### src/rtl/axis_arb_pkg.sv
// -----------------------------------------------------------------------------
// axis_arb_pkg
// Shared definitions for the AXI-stream arbiters:
//   - arb_state_e    : arbiter FSM states (ARB_IDLE, ARB_GRANT)
//   - ARB_DEF_NUM_CH : default number of stream sources
//   - ARB_DEF_DATA_W : default tdata width per channel
//   - arb_wrap_inc() : index increment that wraps modulo the channel count
// -----------------------------------------------------------------------------
package axis_arb_pkg;

   typedef enum logic [0:0] {
      ARB_IDLE  = 1'b0,
      ARB_GRANT = 1'b1
   } arb_state_e;

   localparam int unsigned ARB_DEF_NUM_CH = 4;
   localparam int unsigned ARB_DEF_DATA_W = 8;

   // Next index in round-robin order: n-1 wraps back to 0.
   function automatic int unsigned arb_wrap_inc(input int unsigned idx,
                                                input int unsigned n);
      if (idx + 32'd1 >= n) begin
         return 32'd0;
      end
      return idx + 32'd1;
   endfunction

endpackage : axis_arb_pkg

### src/rtl/axis_rr_picker.sv
// -----------------------------------------------------------------------------
// axis_rr_picker
// Purely combinational round-robin pick: returns the first set request bit
// searching upward from i_last_grant+1, wrapping modulo NUM_CH. The channel
// that won last time is therefore examined last.
//
// Ports:
//   i_req          [NUM_CH]   request vector
//   i_last_grant   [GRANT_W]  index granted at the previous arbitration
//   o_pick_valid   [1]        at least one request bit is set
//   o_pick_idx     [GRANT_W]  winning index (0 when o_pick_valid = 0)
// -----------------------------------------------------------------------------
module axis_rr_picker
   import axis_arb_pkg::*;
#(
   parameter  int unsigned NUM_CH  = ARB_DEF_NUM_CH,
   localparam int unsigned GRANT_W = $clog2(NUM_CH)
) (
   input  logic [NUM_CH-1:0]  i_req,
   input  logic [GRANT_W-1:0] i_last_grant,
   output logic               o_pick_valid,
   output logic [GRANT_W-1:0] o_pick_idx
);

   always_comb begin
      int unsigned w_cand;
      logic        w_found;
      // NOTE: every variable written here gets a value before any branch, so
      // no path leaves one unassigned and no latch is inferred.
      w_found      = 1'b0;
      o_pick_idx   = '0;
      w_cand       = 32'(i_last_grant);
      for (int unsigned off = 0; off < NUM_CH; off++) begin
         w_cand = arb_wrap_inc(w_cand, NUM_CH);
         if (!w_found && i_req[GRANT_W'(w_cand)]) begin
            w_found    = 1'b1;
            o_pick_idx = GRANT_W'(w_cand);
         end
      end
      o_pick_valid = w_found;
   end

endmodule : axis_rr_picker

### src/rtl/axis_rr_arbiter.sv
// -----------------------------------------------------------------------------
// axis_rr_arbiter
// Round-robin arbiter sharing one AXI-stream sink between NUM_CH sources.
// In IDLE the enabled, valid sources are arbitrated; the winner is held in
// GRANT where its valid/last/data pass combinationally to the master port and
// the master's ready returns only to it.
//
// Build option:
//   AXIS_ARB_PKT_LOCK_EN  defined   : grant held until a transfer with tlast=1
//                         undefined : grant released after every transfer
//
// Ports:
//   axis_aclk_i      [1]         clock, rising edge
//   axis_aresetn_i   [1]         asynchronous active-low reset
//   ch_enable_i      [NUM_CH]    arbitration mask, 1 = eligible
//   s_axis_tvalid_i  [NUM_CH]    per-source valid
//   s_axis_tlast_i   [NUM_CH]    per-source last
//   s_axis_tdata_i   [NUM_CH*W]  channel k at bits [k*W +: W]
//   s_axis_tready_o  [NUM_CH]    per-source ready, only the granted bit active
//   m_axis_tvalid_o  [1]         muxed valid
//   m_axis_tlast_o   [1]         muxed last
//   m_axis_tdata_o   [W]         muxed data
//   m_axis_tready_i  [1]         sink ready
//   grant_valid_o    [1]         a channel holds the grant
//   grant_o          [GRANT_W]   granted channel index
// -----------------------------------------------------------------------------
module axis_rr_arbiter
   import axis_arb_pkg::*;
#(
   parameter  int unsigned NUM_CH          = ARB_DEF_NUM_CH,
   parameter  int unsigned AXIS_DATA_WIDTH = ARB_DEF_DATA_W,
   localparam int unsigned GRANT_W         = $clog2(NUM_CH)
) (
   input  logic                              axis_aclk_i,
   input  logic                              axis_aresetn_i,
   input  logic [NUM_CH-1:0]                 ch_enable_i,
   input  logic [NUM_CH-1:0]                 s_axis_tvalid_i,
   input  logic [NUM_CH-1:0]                 s_axis_tlast_i,
   input  logic [NUM_CH*AXIS_DATA_WIDTH-1:0] s_axis_tdata_i,
   output logic [NUM_CH-1:0]                 s_axis_tready_o,
   output logic                              m_axis_tvalid_o,
   output logic                              m_axis_tlast_o,
   output logic [AXIS_DATA_WIDTH-1:0]        m_axis_tdata_o,
   input  logic                              m_axis_tready_i,
   output logic                              grant_valid_o,
   output logic [GRANT_W-1:0]                grant_o
);

   arb_state_e                 r_state;
   arb_state_e                 w_state_nxt;
   logic [GRANT_W-1:0]         r_grant;
   logic [GRANT_W-1:0]         r_last_grant;

   logic [NUM_CH-1:0]          w_req;
   logic                       w_pick_valid;
   logic [GRANT_W-1:0]         w_pick_idx;
   logic                       w_load;
   logic                       w_sel_valid;
   logic                       w_sel_last;
   logic [AXIS_DATA_WIDTH-1:0] w_sel_data;
   logic                       w_release_ok;

   // The mask only gates who may win an arbitration; it never touches a
   // grant that is already held.
   assign w_req = s_axis_tvalid_i & ch_enable_i;

   axis_rr_picker #(
      .NUM_CH       (NUM_CH)
   ) u_picker (
      .i_req        (w_req),
      .i_last_grant (r_last_grant),
      .o_pick_valid (w_pick_valid),
      .o_pick_idx   (w_pick_idx)
   );

   // Source mux of the granted channel.
   always_comb begin
      w_sel_valid = 1'b0;
      w_sel_last  = 1'b0;
      w_sel_data  = '0;
      for (int unsigned k = 0; k < NUM_CH; k++) begin
         if (r_grant == GRANT_W'(k)) begin
            w_sel_valid = s_axis_tvalid_i[k];
            w_sel_last  = s_axis_tlast_i[k];
            w_sel_data  = s_axis_tdata_i[k*AXIS_DATA_WIDTH +: AXIS_DATA_WIDTH];
         end
      end
   end

`ifdef AXIS_ARB_PKT_LOCK_EN
   // Packet-atomic: only the final beat of a packet frees the sink.
   assign w_release_ok = w_sel_last;
`else
   // Beat interleave: any transfer frees the sink; tlast is only forwarded.
   assign w_release_ok = 1'b1;
`endif

   // Next state and outputs. All stream outputs are zero outside GRANT and
   // derive from registered state, so reset clears them without a clock edge.
   always_comb begin
      w_state_nxt     = r_state;
      w_load          = 1'b0;
      m_axis_tvalid_o = 1'b0;
      m_axis_tlast_o  = 1'b0;
      m_axis_tdata_o  = '0;
      s_axis_tready_o = '0;
      case (r_state)
         ARB_IDLE: begin
            if (w_pick_valid) begin
               w_state_nxt = ARB_GRANT;
               w_load      = 1'b1;
            end
         end
         ARB_GRANT: begin
            m_axis_tvalid_o = w_sel_valid;
            m_axis_tlast_o  = w_sel_last;
            m_axis_tdata_o  = w_sel_data;
            s_axis_tready_o = NUM_CH'(m_axis_tready_i) << r_grant;
            // A granted source that drops tvalid simply keeps the grant.
            if (w_sel_valid && m_axis_tready_i && w_release_ok) begin
               w_state_nxt = ARB_IDLE;
            end
         end
         default: w_state_nxt = ARB_IDLE;
      endcase
   end

   // last_grant starts at NUM_CH-1 so channel 0 is searched first.
   always_ff @(posedge axis_aclk_i or negedge axis_aresetn_i) begin
      if (!axis_aresetn_i) begin
         r_state      <= ARB_IDLE;
         r_grant      <= '0;
         r_last_grant <= GRANT_W'(NUM_CH - 1);
      end else begin
         // NOTE: state registers use non-blocking assignments so every flop
         // samples pre-edge values regardless of statement order.
         r_state <= w_state_nxt;
         if (w_load) begin
            r_grant      <= w_pick_idx;
            r_last_grant <= w_pick_idx;
         end
      end
   end

   assign grant_valid_o = (r_state == ARB_GRANT);
   assign grant_o       = r_grant;

endmodule : axis_rr_arbiter

### config.mk
export PLATFORM = sky130hd
export DESIGN_NAME = axis_rr_arbiter
export DESIGN_NICKNAME = d
export VERILOG_FILES = /design/src/rtl/axis_arb_pkg.sv /design/src/rtl/axis_rr_picker.sv /design/src/rtl/axis_rr_arbiter.sv
export SDC_FILE = /design/constraint.sdc
export NUM_CORES = 1
export LEC_CHECK = 0
export CAP_MARGIN = 5
export CORE_MARGIN = 3
export CORE_UTILIZATION = 39
export DETAILED_ROUTE_END_ITERATION = 7
export PLACE_DENSITY = 0.84
export SLEW_MARGIN = 20
export SYNTH_ARGS = -nofsm -noshare
export SYNTH_HDL_FRONTEND = slang
export SYNTH_SLANG_ARGS = --single-unit
### constraint.sdc
create_clock -name axis_aclk_i -period 5.4 [get_ports axis_aclk_i]
set_input_delay 0.54 -clock axis_aclk_i [delete_from_list [all_inputs] [get_ports axis_aclk_i]]
set_output_delay 0.54 -clock axis_aclk_i [all_outputs]
set_load 0.01 [all_outputs]
==> results of run 1 <==
state kept, by name, indices dropped and copies added (netlist names):
signal         flops
grant_o            2
grant_valid_o      1
r_last_grant       2
placed cells by master, fill, tap and decap left out, types with 3 or more instances in the layout:
cell type,n
mux4_2,10
clkdlybuf4s50_1,63
nand2_1,7
ha_1,5
inv_1,5
nor2_1,3
dfrtp_1,3
mux2i_1,5
o211ai_1,4
clkbuf_4,3
and2_1,14
worst max-delay path, stage by stage (launching register included):
cell,delay [ns]
dfrtp_1,0.81
mux4_2,0.58
and2_1,0.19
clkdlybuf4s50_1,0.48
through the flow:
stage	utilization [%]	instance area, µm²
after global routing	71.5	1640
after CTS	71.5	1640
after detailed placement	70.3	1620
final	71.5	1640
after global placement	70.3	1620
after floorplan	-	985
final timing paths:
check / slack (ns) / startpoint / endpoint / cells after the start
min in group axis_aclk_i: 0.58 / r_last_grant[1] / r_last_grant[1] / 2
max reg2reg: 2.96 / r_last_grant[0] / r_last_grant[1] / 7
min reg2reg: 0.58 / r_last_grant[1] / r_last_grant[1] / 2
max in group asynchronous: 4.64 / axis_aresetn_i / r_last_grant[0] / 1
max: 2.56 / grant_o[0] / m_axis_tvalid_o / 3
min: 0.51 / axis_aresetn_i / grant_o[1] / 1
layer usage:
metal	vias up	global-route usage [%]	part of all wire [%]
met4	0	8.14	0.96
met1	483	23.9	40
met3	4	4.64	9.3
met5	-	0	0
li1	483	-	-
met2	64	37.1	50
power groups by stage:
stage / clock (mW) / combinational [mW] / sequential (mW)
2_1_floorplan: 0 / 0.442 / 0.0877
3_3_place_gp: 0 / 0.595 / 0.134
3_5_place_dp: 0 / 0.607 / 0.134
4_1_cts: 0.0442 / 0.610 / 0.135
5_1_grt: 0.0467 / 0.655 / 0.141
6_report: 0.0425 / 0.609 / 0.133
logic make-up (layout without fill, tap and decap cells):
| kind of cell | Yosys count | count (layout) |
|---|---|---|
| compound gates | 19 | 19 |
| buf+inv | 10 | 72 |
| mux | 17 | 17 |
| simple gates | 34 | 34 |
| flops | 5 | 5 |
| fa+ha+maj | 5 | 5 |
final cells by class:
cell class / instances / share of cell area (%)
timing repair buffer: 63 / 38.4
inverter: 5 / 1.14
multi-input combinational: 75 / 48.9
tap: 28 / 2.13
sequential: 5 / 7.77
clock buffer: 4 / 1.60
==> summary.txt, run 1 <==
Ant diodes = 0
Max Fclk = 353 MHz
Worst slew margin = 51.5%
Part of the power in combinational logic = 77.6%
Mux share of post-synthesis cell area = 33.3%
Net switching power = 338 µW
Worst min path class = input port to async pin
Main synth FF type = dfrtp_1
Worst-path fanout max = 14
Main area contributors after synthesis = mux4_2, and2_1, dfrtp_1, ha_1, dfstp_2
Synthesized netlist cell count = 90
Clock power share = 5.4%
Post-synth ARST share = 100%
Starting Density = 42.9%
Leak = 0.621 nW
Reg area = 128 µm²
Pint = 447 µW
CTS clk-pin slew, worst paths = 0.04 ns
CP endpoint kind = output port
Die area = 3160 µm²
Maxcap violations = 0
DIE HEIGHT = 56.2 µm
Total power = 785 µW
Iter 0 DRT Violations = 32
DR WL/cell = 17.3 µm
Hold_ws = 0.515 ns
Filler cell count = 181
Sw Ratio = 43.1%
Worst Skew = 0.00124 ns
Avg Cell Area, Syn = 10.9 µm²
Layout cells sized above 1 = 16.4%
Synth Area in Compound Gates = 19.2%
Post-Synth XOR/XNOR Area = 0%
Area leader, netlist = mux4_2
Critical path required time = 4.86 ns
Setup ws final = 2.56 ns
Final setup fails = 0
Hold-fix buffer count after cts = 0
Gr usage total = 20.8%
EDFF count, synth = 0
Num CTS Buffers = 3
Routability cong. = 0.846
CTS tree = built
Most instantiated cells after synthesis = and2_1, mux4_2, nand2_1
RSZ-0062 raised after global routing = no
Top cell type's share of synthesized area = 22.9%
Boundary pin count = 64
Number of synthesized register bits = 5
TNS Setup = 0 ns
Dpl ws = 2.71 ns
Number of global-route vias before repair = 1073
Final WL = 3.12 mm
Bufs on Longest Clock Path = 2
Area of the mapped netlist = 985 µm²
Vias post-DR = 1034
Post-Place Cells = 176
Initial antenna violation count = 0
H-tree depth = 1
Cell variety after synth = 35
Drt drc = 0
Global-route wire length before repair = 5.18 mm
Total grt overflow = 0
Std-Cell Rows = 17
Fin crit share = 52.5%
Fin crit period = 2.84 ns
Non-Filler Instances = 180
CP arrival = 2.30 ns
Number of I/O port buffers = 63
Post-synthesis sequential area ratio = 13.0%
Clock root buffer = clkbuf_4
Maximum VDD drop = 0.325 mV
Post-synthesis adder-cell area fraction = 6.35%
Largest family of logic cells by synthesized area = multiplexers
Synth Net Count = 142
Synth Area in Simple Gates = 22.7%
Via density = 5.74
PostCTS Resize Cnt = 0
CTS sink cnt = 5
Sequential Power Share = 17.0%
Core area = 2300 µm²
First-pass DRT Iterations = 4
Final hold violations = 0
Post-CTS setup buffer count = 0
Multi-input gate area = 803 µm²
Final Slew Violations = 0
Die X = 56.2 µm
Setup CP Type = register to output port
Final ANT Viol Nets = 0
Nature of the critical path startpoint = register
Largest net degree at the start of global routing = 16
Worst-Margin Slew = 0.727 ns
Dominant cell by count in the synthesized netlist = and2_1
Final nets = 205
Synth warnings = 0
Worst skew pair latency = 0.24 ns
Dpl hpwl = 2.66 mm
Area Overhead vs Synth = 66.7%
Pwr dens = 478 nW/µm²
Status = complete, no violations
Power figures use the tool's default switching activity.
==> run 2: changes to the inputs <==
CORE_UTILIZATION = 36   (was 39)
PLACE_DENSITY = 0.78   (was 0.84)
clock period = 2.8 ns   (was 5.4 ns; I/O delays follow)
==> summary.txt, run 2 (synthesis gave the netlist of run 1 again) <==
CP peak stage delay = 0.80 ns (was 0.81 ns)
Final Slew Violations = 0 (unchanged)
Post-CTS setup buffer count = 0 (unchanged)
Maximum VDD drop = 0.538 mV (was 0.325 mV)
Path length in cells of the critical path = 3 (unchanged)
CTS sink cnt = 5 (unchanged)
PostCTS Resize Cnt = 0 (unchanged)
Initial antenna violation count = 0 (unchanged)
Clock root buffer = clkbuf_4 (unchanged)
Area Overhead vs Synth = 67.0% (was 66.7%)
DIE HEIGHT = 58.3 µm (was 56.2 µm)
Post-route cell area = 1640 µm² (about the same)
H-tree depth = 1 (unchanged)
Status = complete, no violations (unchanged)
Gr usage total = 18.5% (was 20.8%)
Worst min path class = input port to async pin (unchanged)
Worst slew margin = 52.5% (was 51.5%)
CP max stage cell = dfrtp_1 (unchanged)
Setup ws final = 0.240 ns (was 2.56 ns)
Hold-fix buffer count after cts = 0 (unchanged)
Reg2Reg Depth = 7 (unchanged)
Critical path required time = 2.52 ns (was 4.86 ns)
Dpl hpwl = 2.56 mm (was 2.66 mm)
Reg area = 128 µm² (unchanged)
Worst-path fanout max = 14 (unchanged)
Number of global-route vias before repair = 1073 (unchanged)
Dpl ws = 0.414 ns (was 2.71 ns)
Cell Chain, Critical Path = mux4_2 -> and2_1 -> clkdlybuf4s50_1 (unchanged)
Fin crit share = 91.4%
Commonest non-fill, non-tap cell in the layout = clkdlybuf4s50_1 (unchanged)
Std-Cell Rows = 18 (was 17)
Maxcap violations = 0 (unchanged)
TNS Setup = 0 ns (unchanged)
Final core occ = 64.6% (was 71.5%)
Final setup fails = 0 (unchanged)
DR WL/cell = 16.5 µm (was 17.3 µm)
Bufs on Longest Clock Path = 2 (unchanged)
Boundary pin count = 64 (unchanged)
Multi-input gate area = 803 µm² (unchanged)
Routability cong. = 0.809 (was 0.846)
Die X = 58.3 µm (was 56.2 µm)
Final WL = 3.00 mm (was 3.12 mm)
Worst Skew = 0.000830 ns (was 0.00124 ns)
Ant diodes = 0 (unchanged)
Number of I/O port buffers = 63 (unchanged)
Filler cell count = 202 (was 181)
Placed Area = 1620 µm² (about the same)
CTS clk-pin slew, worst paths = 0.04 ns (about the same)
Final hold violations = 0 (unchanged)
CTS tree = built (unchanged)
Starting Density = 38.7% (was 42.9%)
Vias post-DR = 1020 (was 1034)
CP arrival = 2.28 ns (was 2.30 ns)
Num CTS Buffers = 3 (unchanged)
Commonest non-fill, non-tap cells in the layout = clkdlybuf4s50_1, and2_1, mux4_2 (unchanged)
Fin crit period = 2.56 ns
Pwr dens = 912 nW/µm² (was 478 nW/µm²)
CP Buf/Inv Count = 1 (unchanged)
Layout cells sized above 1 = 16.4% (unchanged)
Final nets = 205 (unchanged)
Die area = 3400 µm² (was 3160 µm²)
Setup CP Type = register to output port (unchanged)
Iter 0 DRT Violations = 21 (was 32)
Total power = 1.50 mW (was 785 µW)
Total grt overflow = 0 (unchanged)
First-pass DRT Iterations = 4 (unchanged)
Max Fclk = 391 MHz
Via density = 5.60 (was 5.74)
Drt drc = 0 (unchanged)
Largest net degree at the start of global routing = 16 (unchanged)
Worst skew pair latency = 0.24 ns (about the same)
Core area = 2540 µm² (was 2300 µm²)
Nature of the critical path startpoint = register (unchanged)
Final ANT Viol Nets = 0 (unchanged)
Global-route wire length before repair = 4.92 mm (was 5.18 mm)
Delay-heaviest family, CP = flip-flops (unchanged)
Worst-Margin Slew = 0.712 ns (was 0.727 ns)
Leak = 0.621 nW (unchanged)
RSZ-0062 raised after global routing = no (unchanged)
CP endpoint kind = output port (unchanged)
==> run 2: cell counts in the layout (fill, tap and decap cells not counted) <==
Identical to the previous run, type by type.
==> run 2: area by class of cell <==
cell class                      instances  area share [%]
Tap cell                               30            2.28
Multi-Input combinational cell         75            48.9
Clock buffer                            4            1.60
Timing Repair Buffer                   63            38.4
Inverter                                5            1.14
Sequential cell                         5            7.76
==> run 2: worst paths after layout <==
kind                                 startpoint  slack [ns]         endpoint
worst max-delay path                 grant_o[0]        0.24  m_axis_tvalid_o
worst min-delay path             axis_aresetn_i        0.26       grant_o[1]
worst max register to register  r_last_grant[0]        0.42  r_last_grant[1]
worst min register to register  r_last_grant[1]        0.60  r_last_grant[1]
max in group asynchronous        axis_aresetn_i        2.29  r_last_grant[1]
min in group axis_aclk_i        r_last_grant[1]        0.60  r_last_grant[1]
==> run 2: power by group <==
| group | switching, mW | leakage (nW) | internal (mW) |
|---|---|---|---|
| clock network | 0.0307 | 0.0150 | 0.0539 |
| registers | 0.135 | 0.0558 | 0.118 |
| logic | 0.472 | 0.550 | 0.690 |
==> run 2: stage by stage <==
step                hold WS [ns]  cells
floorplan                -0.0156     90
global route               0.268    182
finish                     0.257    182
global placement           0.521    178
CTS                        0.260    182
detailed placement         0.523    178
==> run 2: per-layer routing <==
layer	track usage, %	vias to the layer above	share of wire (%)	routed length [µm]
met4	6.95	0	1.1	34
met3	4.82	4	11	316
li1	-	484	-	-
met2	32.1	51	48	1440
met5	0	-	0	0
met1	21.7	481	40	1210
==> run 3: changes to the inputs <==
CELL_PAD_IN_SITES_DETAIL_PLACEMENT = 1   (was default)
CELL_PAD_IN_SITES_GLOBAL_PLACEMENT = 2   (was default)
CORE_UTILIZATION = 20   (was 36)
PLACE_DENSITY = 0.77   (was 0.78)
==> summary.txt, run 3 (synthesis gave the netlist of run 1 again) <==
Starting Density = 21.6% (was 38.7%)
Boundary pin count = 64 (unchanged)
End point of the critical path = m_axis_tvalid_o (unchanged)
Fin crit share = 91.7% (was 91.4%)
Largest net degree at the start of global routing = 16 (unchanged)
R2r setup slk = 0.37 ns (was 0.42 ns)
Iter 0 DRT Violations = 18 (was 21)
Nature of the critical path startpoint = register (unchanged)
Num CTS Buffers = 3 (unchanged)
Final hold violations = 0 (unchanged)
Post-Place Cells = 213 (was 178)
PostCTS Resize Cnt = 0 (unchanged)
Critical path required time = 2.52 ns (about the same)
Fin crit period = 2.57 ns (was 2.56 ns)
Max Fclk = 390 MHz (was 391 MHz)
Commonest non-fill, non-tap cells in the layout = clkdlybuf4s50_1, and2_1, mux4_2 (unchanged)
Initial antenna violation count = 0 (unchanged)
CTS sink cnt = 5 (unchanged)
Bufs on Longest Clock Path = 2 (unchanged)
Worst-path fanout max = 14 (unchanged)
Global-route wire length before repair = 5.89 mm (was 4.92 mm)
Worst slew margin = 51.3% (was 52.5%)
Die area = 5800 µm² (was 3400 µm²)
Worst skew pair latency = 0.22 ns (was 0.24 ns)
Setup CP Type = register to output port (unchanged)
TNS Setup = 0 ns (unchanged)
R2r endpoint = r_last_grant[1] (unchanged)
Gr usage total = 12.5% (was 18.5%)
First-pass DRT Iterations = 4 (unchanged)
Worst Skew = 0.00216 ns (was 0.000830 ns)
Post-CTS setup buffer count = 0 (unchanged)
DR WL/cell = 16.7 µm (was 16.5 µm)
Reg2Reg Depth = 7 (unchanged)
Drt drc = 0 (unchanged)
Status = complete, no violations (unchanged)
Die X = 76.2 µm (was 58.3 µm)
RSZ-0062 raised after global routing = no (unchanged)
Number of I/O port buffers = 63 (unchanged)
Final ANT Viol Nets = 0 (unchanged)
Ant diodes = 0 (unchanged)
CP endpoint kind = output port (unchanged)
Via density = 4.71 (was 5.60)
Hold-fix buffer count after cts = 0 (unchanged)
Leak = 0.631 nW (was 0.621 nW)
Final WL = 3.62 mm (was 3.00 mm)
Launch point of the worst reg-to-reg path = r_last_grant[0] (unchanged)
DIE HEIGHT = 76.2 µm (was 58.3 µm)
Final setup fails = 0 (unchanged)
Total power = 1.58 mW (was 1.50 mW)
CTS clk-pin slew, worst paths = 0.04 ns (about the same)
Worst-Margin Slew = 0.731 ns (was 0.712 ns)
Maximum VDD drop = 0.296 mV (was 0.538 mV)
CTS tree = built (unchanged)
Routability cong. = 0.744 (was 0.809)
Worst min path class = input port to async pin (unchanged)
Pwr dens = 922 nW/µm² (was 912 nW/µm²)
Area Overhead vs Synth = 73.4% (was 67.0%)
Layout cells sized above 1 = 17.1% (was 16.4%)
Non-Filler Instances = 217 (was 182)
Final Slew Violations = 0 (unchanged)
Total grt overflow = 0 (unchanged)
Number of global-route vias before repair = 1076 (was 1073)
Vias post-DR = 1021 (was 1020)
Final nets = 205 (unchanged)
H-tree depth = 1 (unchanged)
Maxcap violations = 0 (unchanged)
Commonest non-fill, non-tap cell in the layout = clkdlybuf4s50_1 (unchanged)
Core area = 4560 µm² (was 2540 µm²)
Dpl hpwl = 3.04 mm (was 2.56 mm)
Clock root buffer = clkbuf_8 (was clkbuf_4)
Filler cell count = 537 (was 202)
Critical Path Start = grant_o[0] (unchanged)
CP arrival = 2.29 ns (was 2.28 ns)
Std-Cell Rows = 24 (was 18)
-- run 3: layout make-up --
type	instances	area [µm²]	share of cell area [%]
sequential	5	128	7.47
inverter	5	18.8	1.10
tap	65	81.3	4.76
clock inverter	1	5.00	0.293
clock buffer	3	41.3	2.42
multi-input combinational	75	803	47.0
timing repair buffer	63	631	36.9
-- run 3: worst min path at each step --
stage | cells after the start | end | slack (ns)
after floorplan | 0 | grant_o[0] | -0.02
after global placement | 1 | grant_o[0] | 0.52
after detailed placement | 1 | grant_o[0] | 0.52
after CTS | 1 | grant_o[0] | 0.28
after global routing | 1 | grant_o[0] | 0.28
final | 1 | grant_o[0] | 0.27
-- run 3: critical path, stage by stage, from the launching register on --
cell and delay, ns:
dfrtp_1 0.81, mux4_2 0.58, and2_1 0.18, clkdlybuf4s50_1 0.49
-- run 3: stage by stage --
stage                     hold slack [ns]  util, %  area [µm²]  worst slack, ns
after floorplan                   -0.0156        -         985            0.615
after global placement              0.518     36.4        1660            0.430
after detailed placement            0.516     36.4        1660            0.367
after CTS                           0.280     37.4        1710            0.162
after global routing                0.284     37.4        1710           0.0631
final                               0.274     37.4        1710            0.233
-- run 3: routing by layer --
layer / wire, µm / GRT usage (%) / up-vias
met2: 1700 / 19.5 / 45
met3: 274 / 3.55 / 0
li1: - / - / 483
met5: 0 / 0 / -
met1: 1650 / 17.2 / 493
met4: 0 / 2.72 / 0
-- run 3: power breakdown --
part / internal (mW) / leakage, nW / switching, mW / total [mW]
registers: 0.118 / 0.0558 / 0.142 / 0.260
clock network: 0.0957 / 0.0255 / 0.0378 / 0.134
logic: 0.690 / 0.550 / 0.492 / 1.18
